===== src/rtl/frame_queue_writer.sv =====
// frame_queue_writer
//   Memory-side consumer of the camera capture queue. Each 17-bit queue word
//   is a marker (bit16 = 1) or a 16-bit pixel. The block decodes frame-start,
//   row-start and frame-end markers. It packs pixels into bursts of up to
//   BURST_LEN beats, addressed into a linear frame buffer, and reports frame
//   completion and geometry errors.
//   Optional feature macro: FRAME_DOUBLE_BUFFER_EN. When it is defined, the
//   block ping-pongs between FRAME_BASE_0 and FRAME_BASE_1 after each clean
//   frame.
// Ports:
//   MemoryClk, nRST      clock, synchronous active-low reset
//   queue_*              FIFO pop interface (read data valid the cycle after pop)
//   mem_cmd_*            burst command (addr in pixel units, len 1..BURST_LEN)
//   mem_wdata*           burst beats, valid/ready
//   frame_done           1-cycle pulse after the last beat of a frame
//   err_flags            [0] stray data, [1] row overflow, [2] geometry mismatch
//   frame_buf_sel        buffer currently being written
module frame_queue_writer #(
  parameter int FRAME_WIDTH  = 640,
  parameter int FRAME_HEIGHT = 480,
  parameter int BURST_LEN    = 16,
  parameter int ADDR_WIDTH   = 21,
  parameter int FRAME_BASE_0 = 0,
  parameter int FRAME_BASE_1 = 307200
) (
  input  logic                         MemoryClk,
  input  logic                         nRST,
  input  logic                         queue_empty,
  output logic                         queue_rd_en,
  input  logic [16:0]                  queue_data,
  output logic                         mem_cmd_valid,
  input  logic                         mem_cmd_ready,
  output logic [ADDR_WIDTH-1:0]        mem_cmd_addr,
  output logic [$clog2(BURST_LEN):0]   mem_cmd_len,
  output logic [15:0]                  mem_wdata,
  output logic                         mem_wdata_valid,
  input  logic                         mem_wdata_ready,
  output logic                         frame_done,
  output logic [2:0]                   err_flags,
  output logic                         frame_buf_sel
);
  localparam int IDX_W = $clog2(BURST_LEN);
  localparam int LEN_W = IDX_W + 1;
  localparam int COL_W = $clog2(FRAME_WIDTH + 1);
  localparam int ROW_W = $clog2(FRAME_HEIGHT + 1) + 1;

  typedef enum logic [1:0] {FETCH, DECODE, CMD, DATA} state_t;
  state_t state, state_nxt;

  logic             in_frame, row_open, pending_done, buf_sel;
  logic [ROW_W-1:0] row, rows_started;
  logic [COL_W-1:0] col;
  logic [LEN_W-1:0] count, beat_idx;
  logic [15:0]      pix_buf [BURST_LEN];

  logic w_fstart, w_rstart, w_fend, w_pix;
  assign w_fstart = (queue_data == 17'h10000);
  assign w_rstart = (queue_data == 17'h10001);
  assign w_fend   = (queue_data == 17'h1FFFF);
  assign w_pix    = !queue_data[16];

  logic                  pix_ok, pix_store, fill, flush, geom_bad, last_beat, done_set;
  logic [2:0]            fe_err;
  logic [31:0]           base;
  logic [ADDR_WIDTH-1:0] cmd_addr;

  always_comb begin
    rows_started = row_open ? row + 1'b1 : '0;
    geom_bad     = (rows_started != ROW_W'(FRAME_HEIGHT)) || (col != COL_W'(FRAME_WIDTH));
    fe_err       = err_flags | {geom_bad, 2'b00};
    pix_ok       = in_frame && row_open && (col != COL_W'(FRAME_WIDTH));
    pix_store    = (state == DECODE) && w_pix && pix_ok;
    fill         = pix_store && (count == LEN_W'(BURST_LEN - 1));
    // A row start or frame end pushes out whatever partial burst is buffered.
    flush        = (state == DECODE) && in_frame && (w_rstart || w_fend) && (count != '0);
    last_beat    = (state == DATA) && mem_wdata_valid && mem_wdata_ready &&
                   (beat_idx == mem_cmd_len - 1'b1);
    done_set     = ((state == DECODE) && w_fend && in_frame && (count == '0)) ||
                   (last_beat && pending_done);
    base         = buf_sel ? 32'(FRAME_BASE_1) : 32'(FRAME_BASE_0);
    // col - count is the first column of the buffered burst, both when the
    // burst fills (pre-increment values) and when it is flushed.
    cmd_addr     = ADDR_WIDTH'(base + 32'(row) * 32'(FRAME_WIDTH) + 32'(col) - 32'(count));
  end

  always_ff @(posedge MemoryClk)
    if (!nRST) state <= FETCH;
    else       state <= state_nxt;

  always_comb begin
    state_nxt = state;
    case (state)
      FETCH:   if (queue_rd_en) state_nxt = DECODE;
      DECODE:  state_nxt = (fill || flush) ? CMD : FETCH;
      CMD:     if (mem_cmd_ready) state_nxt = DATA;
      DATA:    if (last_beat) state_nxt = FETCH;
      default: state_nxt = FETCH;
    endcase
  end

  // Pops only from FETCH, so at most one word every two cycles, never in CMD/DATA.
  assign queue_rd_en = nRST && (state == FETCH) && !queue_empty;

  always_ff @(posedge MemoryClk) begin
    if (!nRST) begin
      in_frame        <= 1'b0;
      row_open        <= 1'b0;
      pending_done    <= 1'b0;
      row             <= '0;
      col             <= '0;
      count           <= '0;
      beat_idx        <= '0;
      mem_cmd_valid   <= 1'b0;
      mem_cmd_addr    <= '0;
      mem_cmd_len     <= '0;
      mem_wdata       <= '0;
      mem_wdata_valid <= 1'b0;
      frame_done      <= 1'b0;
      err_flags       <= '0;
    end else begin
      frame_done <= done_set;
      if (fill || flush) begin
        mem_cmd_valid <= 1'b1;
        mem_cmd_addr  <= cmd_addr;
        mem_cmd_len   <= fill ? LEN_W'(BURST_LEN) : count;
      end
      case (state)
        DECODE: begin
          if (w_fstart) begin
            // Restart without a frame end: partial data is discarded and flagged.
            err_flags    <= in_frame ? 3'b100 : 3'b000;
            in_frame     <= 1'b1;
            row_open     <= 1'b0;
            row          <= '0;
            col          <= '0;
            count        <= '0;
            pending_done <= 1'b0;
          end else if (w_rstart && in_frame) begin
            if (row_open && (col != COL_W'(FRAME_WIDTH))) err_flags[2] <= 1'b1;
            if (row_open) row <= row + 1'b1;
            row_open <= 1'b1;
            col      <= '0;
          end else if (w_fend) begin
            if (!in_frame) begin
              err_flags[0] <= 1'b1;
            end else begin
              err_flags    <= fe_err;
              in_frame     <= 1'b0;
              pending_done <= (count != '0);
            end
          end else if (w_pix) begin
            if (!in_frame || !row_open)           err_flags[0] <= 1'b1;
            else if (col == COL_W'(FRAME_WIDTH))  err_flags[1] <= 1'b1;
            else begin
              col   <= col + 1'b1;
              count <= count + 1'b1;
            end
          end
        end
        CMD: if (mem_cmd_ready) begin
          mem_cmd_valid <= 1'b0;
          beat_idx      <= '0;
        end
        DATA: begin
          // First DATA cycle only loads beat 0, so beats start two cycles
          // after the command handshake.
          if (!mem_wdata_valid) begin
            mem_wdata_valid <= 1'b1;
            mem_wdata       <= pix_buf[beat_idx[IDX_W-1:0]];
          end else if (mem_wdata_ready) begin
            if (last_beat) begin
              mem_wdata_valid <= 1'b0;
              count           <= '0;
              pending_done    <= 1'b0;
            end else begin
              beat_idx  <= beat_idx + 1'b1;
              mem_wdata <= pix_buf[IDX_W'(beat_idx + 1'b1)];
            end
          end
        end
        default: ;
      endcase
    end
  end

  always_ff @(posedge MemoryClk)
    if (pix_store) pix_buf[count[IDX_W-1:0]] <= queue_data[15:0];

`ifdef FRAME_DOUBLE_BUFFER_EN
  logic [2:0] done_err;
  assign done_err = (state == DECODE) ? fe_err : err_flags;
  // Only a clean frame flips buffers; an erroneous one is overwritten in place.
  always_ff @(posedge MemoryClk)
    if (!nRST)                               buf_sel <= 1'b0;
    else if (done_set && (done_err == 3'b000)) buf_sel <= !buf_sel;
`else
  assign buf_sel = 1'b0;
`endif

  assign frame_buf_sel = buf_sel;

endmodule

===== config.mk =====
export PLATFORM = sky130hd
export DESIGN_NAME = frame_queue_writer
export DESIGN_NICKNAME = d
export VERILOG_FILES = /design/src/rtl/frame_queue_writer.sv
export SDC_FILE = /design/constraint.sdc
export NUM_CORES = 1
export LEC_CHECK = 0
export BUFFER_PORTS_ARGS = -buffer_cell sky130_fd_sc_hd__buf_2
export CAP_MARGIN = 10
export CORE_MARGIN = 10
export CORE_UTILIZATION = 25
export CTS_BUF_LIST = sky130_fd_sc_hd__clkbuf_4 sky130_fd_sc_hd__clkbuf_8
export CTS_CLUSTER_SIZE = 20
export DETAILED_ROUTE_END_ITERATION = 10
export PLACE_DENSITY_LB_ADDON = 0.12
export SLEW_MARGIN = 30
export SYNTH_ARGS = -nofsm -noshare
export SYNTH_HDL_FRONTEND = slang
export SYNTH_SLANG_ARGS = --single-unit

===== constraint.sdc =====
create_clock -name MemoryClk -period 7.43 [get_ports MemoryClk]
set_input_delay 1.1145 -clock MemoryClk [delete_from_list [all_inputs] [get_ports MemoryClk]]
set_output_delay 1.1145 -clock MemoryClk [all_outputs]
set_load 0.01 [all_outputs]

# After elaboration in Yosys (flattened, before gate mapping)
# Memories as Yosys holds them, arrays and structs flattened. A register that Yosys moved wholly into a read port is not among the register bits.
# Index checks and enable logic that the tools add are counted.
[op_classes] addsub=7 mul=1 n_eq_ne=35 n_mux=70 bitwise=1 n_reduce_logical=52
[op_table] operator="$mux W10" n=10
[op_table] operator="$mux W5" n=14
[op_table] operator="$eq A17 B17 Y1 const B" n=3
[op_table] operator="$mux W16" n=3
[op_table] operator="$ne A3 B3 Y1 const B" n=11
[op_table] operator="$mux W1" n=27
[op_table] operator="$add A20 B10 Y21" n=1
[op_table] operator="$sub A21 B5 Y21" n=1
[op_table] operator="$add A10 B1 Y10 const B" n=2
[op_table] operator="$pmux W5 S2" n=2
[op_table] operator="$logic_and A1 B1 Y1" n=19
[op_table] operator="$mux W2" n=8
[op_table] operator="$ne A2 B2 Y1 const B" n=8
[op_table] operator="$mul A10 B3 Y13 const B" n=1
[op_table] operator="$reduce_and A3 Y1" n=4
[op_table] operator="$reduce_bool A3 Y1" n=4
[op_table] operator="$add A5 B1 Y5 const B" n=2
[op_table] operator="$eq A10 B10 Y1 const B" n=1
[op_table] operator="$ne A10 B10 Y1 const B" n=1
[op_table] operator="$ne A10 B9 Y1 const B" n=1
[op_table] operator="$reduce_and A5 Y1" n=2
[op_table] operator="$reduce_bool A2 Y1" n=5
[op_table] operator="$reduce_and A9 Y1" n=1
[op_table] operator="$mux W4" n=2
[op_table] operator="21 further kinds" n=33
[totals] reg_bits=83 ram_bits=256 in_bits=22 output_inout_bits=50 elab_cells=184 n_memories=1
[memory_table] memory="pix_buf" words=16 word_bits=16 rd=2 rd_ports_with_merged_regs=1 write_ports=1 line="54" source="logic [15:0] pix_buf [BURST_LEN];"

# Logic depth before layout (Yosys ltp)
[depth] ltp_word=10 ltp_mapped=14 mapped_depth_nobuf=14

# Least setup slack after synthesis
# Ideal clock, no wire load.
[synth_timing] path_type="in2reg" startpoint="input port queue_data[16]" endpoint="memory pix_buf[3][0], enable pin" t_arrival_ns=2.855 slack_ns=4.166 stages=3 n_path_buf=0 cell_sequence="nor4_4 nand2_1 nor3_1"
[synth_between] elab_chain_cells=5
[synth_rtl] element="start: declaration" line="30" source="input logic [16:0] queue_data,"
[synth_rtl] element="$logic_not A1 Y1" line="60" source="assign w_pix = !queue_data[16];"
[synth_rtl] element="$logic_and A1 B1 Y1 (2 in series)" line="72" source="pix_store = (state == DECODE) && w_pix && pix_ok;"
[synth_rtl] element="$mux W1" line="187" source="if (pix_store) pix_buf[count[IDX_W-1:0]] <= queue_data[15:0];"
[synth_rtl] element="$mux W1 (implied by the code)" line="187"
[synth_rtl] element="end: declaration" line="54"
# Every way passes these cells.

# Final worst setup path
[layout_timing] startpoint="register beat_idx[0]" endpoint="register mem_wdata[8]"
[layout_between] elab_chain_cells=5 elab_cells_between_ends=9 cone_classes="add/sub: 1; eq/ne: 2; mux: 3; reduce/logical: 2; memory: 1"
[layout_rtl] element="start: declaration" line="53" source="logic [LEN_W-1:0] count, beat_idx;"
[layout_rtl] element="start signal: assignment" line="176" source="beat_idx <= beat_idx + 1'b1;"
[layout_rtl] element="$add A5 B1 Y5" line="177" source="mem_wdata <= pix_buf[IDX_W'(beat_idx + 1'b1)];"
[layout_rtl] element="$mem_v2 Z16 W16"
[layout_rtl] element="$mux W16" line="171" source="if (last_beat) begin"
[layout_rtl] element="$mux W16" line="170" source="end else if (mem_wdata_ready) begin"
[layout_rtl] element="$mux W16" line="167" source="if (!mem_wdata_valid) begin"
[layout_rtl] element="end signal: assignment" line="169" source="mem_wdata <= pix_buf[beat_idx[IDX_W-1:0]];"
[layout_rtl] element="end signal: assignment" line="177"
[layout_rtl] element="end: declaration" line="35" source="output logic [15:0] mem_wdata,"
# Several ways; a longest one is shown, not always the timed one. The select of a mux whose other input is x is not followed.
# A chain may end at the register's enable or synchronous reset.

==> results by group <==
Placed design
  • Count of buffers from port buffering: 70
  • RePlAce Congestion: 0.732
  • Post-detail-place hpwl: 33100 µm

Routing
  • Drc violations: 0
  • DRT Wirelength: 53600 µm
  • Initial DRT Pass Iterations: 5
  • Post-detailed-route count of antenna-violating nets: 0
  • Total vias in the final route: 11300
  • Average wire length per cell after detail routing: 23.0 µm
  • Via density per instance: 4.83
  • Iter 0 DRT Violations: 713

Synth
  • Ys async rst share: 0%
  • Post-synthesis share of cell area spent on and, or, nand and nor gates: 9.16%
  • Most used flip-flop cell after synthesis: sky130_fd_sc_hd__edfxtp_1
  • Flip-flop and latch count after synthesis: 343
  • Yosys warning total: 0
  • Multiplexer share of the synthesized area: 20.1%
  • Main combinational cell family by area after synthesis: multiplexers
  • Nets in the synthesized netlist: 1330
  • Area share of fa/ha/maj cells after synthesis: 4.07%
  • XOR/XNOR share of the synthesized area: 2.17%
  • Share of the synthesized area in compound gates (AO/OA/AOI/OAI): 7.53%
  • Avg Cell Area, Syn: 13.9 µm²
  • Post-synthesis cell type count: 69
  • Number of synthesized flops with an enable pin: 256
  • Cell area after synthesis: 0.0174 mm²
  • Synthesized netlist cell count: 1252
  • Share of the yosys chip area belonging to registers: 54.3%

Timing
  • RSZ-0062 raised after global routing: no
  • Transition time at the pin with the least slew margin: 0.872 ns
  • Hold violation count in the final report: 0
  • # setup viols final: 0
  • Hold Slack: 0.448 ns
  • Portion of the clock cycle consumed by the worst path in the final layout: 50.3%
  • Max transition margin: 41.4%
  • Fmax achieved: 267 MHz
  • Post-Route Skew: 0.0458 ns
  • Min Tclk post-route: 3.74 ns
  • Fin Setup TNS: 0 ns
  • Max Transition Viols Final: 0

Die
  • Std-Cell Core Area: 0.0687 mm²
  • Overall die width: 284 µm
  • Initial cell density of the core: 25.3%
  • DIE HEIGHT: 284 µm
  • Number of top-level pins: 72
  • Placement row count: 96
  • Floorplan die area: 0.0805 mm²

Setup path
  • Worst-path maximum fanout: 38
  • Worst path top cell family by delay: adder cells
  • Critical Path Sink Type: flop
  • Reg-to-reg critical path startpoint: beat_idx[0]
  • Delay contributed by the slowest stage of the critical path: 0.81 ns
  • CP Data Required Time: 7.92 ns
  • Crit path launch: beat_idx[0]
  • Most numerous cell on the critical path: sky130_fd_sc_hd__a211oi_1
  • Startpoint kind of the worst setup timing path: flop
  • Slowest stage cell, crit path: sky130_fd_sc_hd__ha_4
  • Critical path start-end classification: flop to flop
  • Number of buffers and inverters on the critical path: 1
  • Crit-path cells: ha_4, buf_4, mux4_2, and2_1, a211oi_1, a31oi_1, mux2i_1, a211oi_1
  • CP arrival: 4.23 ns

Final layout
  • Syn-to-layout area delta: 17.2%
  • Net count reported at finish: 1428
  • Number of filler cells placed in the layout: 7027
  • Proportion of layout cells with a drive suffix above 1: 28.4%
  • Commonest cells after routing, fill and taps aside: sky130_fd_sc_hd__edfxtp_1 (256), sky130_fd_sc_hd__mux4_2 (144), sky130_fd_sc_hd__nand2_1 (100)
  • Share of the core filled with cells: 29.6%
  • Leading cell type in the layout, fill and taps excluded: sky130_fd_sc_hd__edfxtp_1

Clocking
  • Maximum clock path buffer count: 3
  • Setup fix buffers added after clock tree synthesis: 0
  • CTS Root Buffer Type: sky130_fd_sc_hd__clkbuf_8
  • Clock sinks: 343
  • CTS clock-pin slew for the worst setup and hold paths: 0.06 ns
  • Number of CTS-inserted buffers: 66
  • Number of levels the H-tree was split into: 3
  • Clock tree from TritonCTS: done
  • Insertion delay of the later-clocked pin in the worst-skew pair: 0.65 ns
  • Count of instances resized after the clock tree is built: 0
  • Hold-fix buffer count after cts: 0

Pwr
  • Power per standard cell area: 201 mW/mm²
  • IR drop worst, VDD: 89.7 µV
  • Overall power after layout: 0.00410 W
  • Static leakage power: 6.62 nW

Min path
  • Class of the tightest hold or removal check: flop to flop
  • Worst Min Path Start: mem_cmd_addr[15]

Job
  • MaxCap Viol Count: 0

Global routing
  • Antenna violations before repair: 3
  • Maximum number of pins on one net before global-route repair: 44
  • Global-route wire length before repair: 79200 µm
  • Via count of the first global-routing pass: 11800
  • Overflow after GRT: 0
  • Global Route Usage Sum: 13.2%

Run status
  • Status: finished clean
routing by layer:
| metal | part of all wire, % | vias up | track usage, % |
|---|---|---|---|
| met2 | 48 | 239 | 21.6 |
| met4 | 2.0 | 2 | 3.40 |
| li1 | - | 5121 | - |
| met5 | 0.017 | - | 0 |
| met3 | 4.5 | 78 | 2.74 |
| met1 | 46 | 5832 | 17.3 |
cell usage after synthesis, drive strengths merged, types with 3 or more instances:
cell type | n | area (µm²)
a21o | 12 | 90.1
nor2b | 6 | 37.5
nor3 | 23 | 115
dfxtp | 87 | 1740
nand2 | 100 | 375
nand2b | 6 | 37.5
nand4 | 10 | 62.6
o211ai | 5 | 37.5
or3 | 10 | 62.6
xnor2 | 30 | 263
a211oi | 42 | 328
and2 | 19 | 119
o21ai | 22 | 110
mux4 | 144 | 3240
ha | 55 | 688
nor4 | 6 | 77.6
mux2i | 25 | 250
nand3 | 29 | 150
xor2 | 13 | 114
inv | 42 | 158
a31oi | 23 | 144
o2111ai | 3 | 26.3
and3 | 9 | 56.3
buf | 29 | 150
nor2 | 97 | 367
o211a | 4 | 40.0
or4 | 3 | 22.5
edfxtp | 256 | 7690
a21oi | 59 | 310
nand3b | 3 | 22.5
clkbuf | 42 | 158
a22oi | 4 | 30.0
power breakdown:
group          internal (W)  switching, W   total, W
Combinational    0.00000781     0.0000421  0.0000499
Clock               0.00114      0.000857    0.00199
Sequential          0.00206    0.00000149    0.00206
Total               0.00320      0.000901    0.00410
cell families (layout without fill, tap and decap cells):
logic type | Yosys count | after routing
DFF | 343 | 343
and+or+nand+nor | 331 | 331
AOI/OAI and AO/OA | 195 | 195
muxes | 169 | 169
buffers and inverters | 114 | 264
adders and majority gates | 56 | 56
xor gates and xnor gates | 43 | 43
other | 1 | 2
final timing paths:
kind	endpoint	slack, ns	cells after the start
min reg2reg	mem_cmd_addr[15]	0.45	2
max	mem_wdata[8]	3.69	8
max reg2reg	mem_wdata[8]	3.69	8
min	mem_cmd_addr[15]	0.45	2
area by class of cell:
cell class	instances	area, µm²	area share, %
clock inverters	25	226	1.11
inverters	43	161	0.793
well taps	931	1160	5.72
flip-flops and latches	343	9440	46.3
multi-input cells	795	7610	37.4
clock buffers	95	1180	5.78
repair buffers	101	583	2.86
diodes	1	2.50	0.0123
through the flow:
| step | worst slack (ns) | area, µm² | instances |
|---|---|---|---|
| finish | 3.69 | 20400 | 2334 |
| global route | 3.31 | 20400 | 2334 |
| CTS | 3.57 | 20400 | 2333 |
| detailed placement | 3.55 | 18900 | 2213 |
| global placement | 3.55 | 18900 | 2213 |
| floorplan | 4.17 | 17400 | 1252 |
tightest hold or removal path, delay by kind of cell (launching register included):
kind / cells / cell delay [ns]
flops: 1 / 0.30
simple gates: 1 / 0.05
compound gates: 1 / 0.05
flip-flops by register name, indices dropped and copies added, names as in the netlist, 3 cells and up, named ones only:
signal        count
beat_idx          5
col              10
count             5
err_flags         3
mem_cmd_addr     21
mem_cmd_len       5
mem_wdata        16
pix_buf         256
row              10
Power figures use the tool's default switching activity.
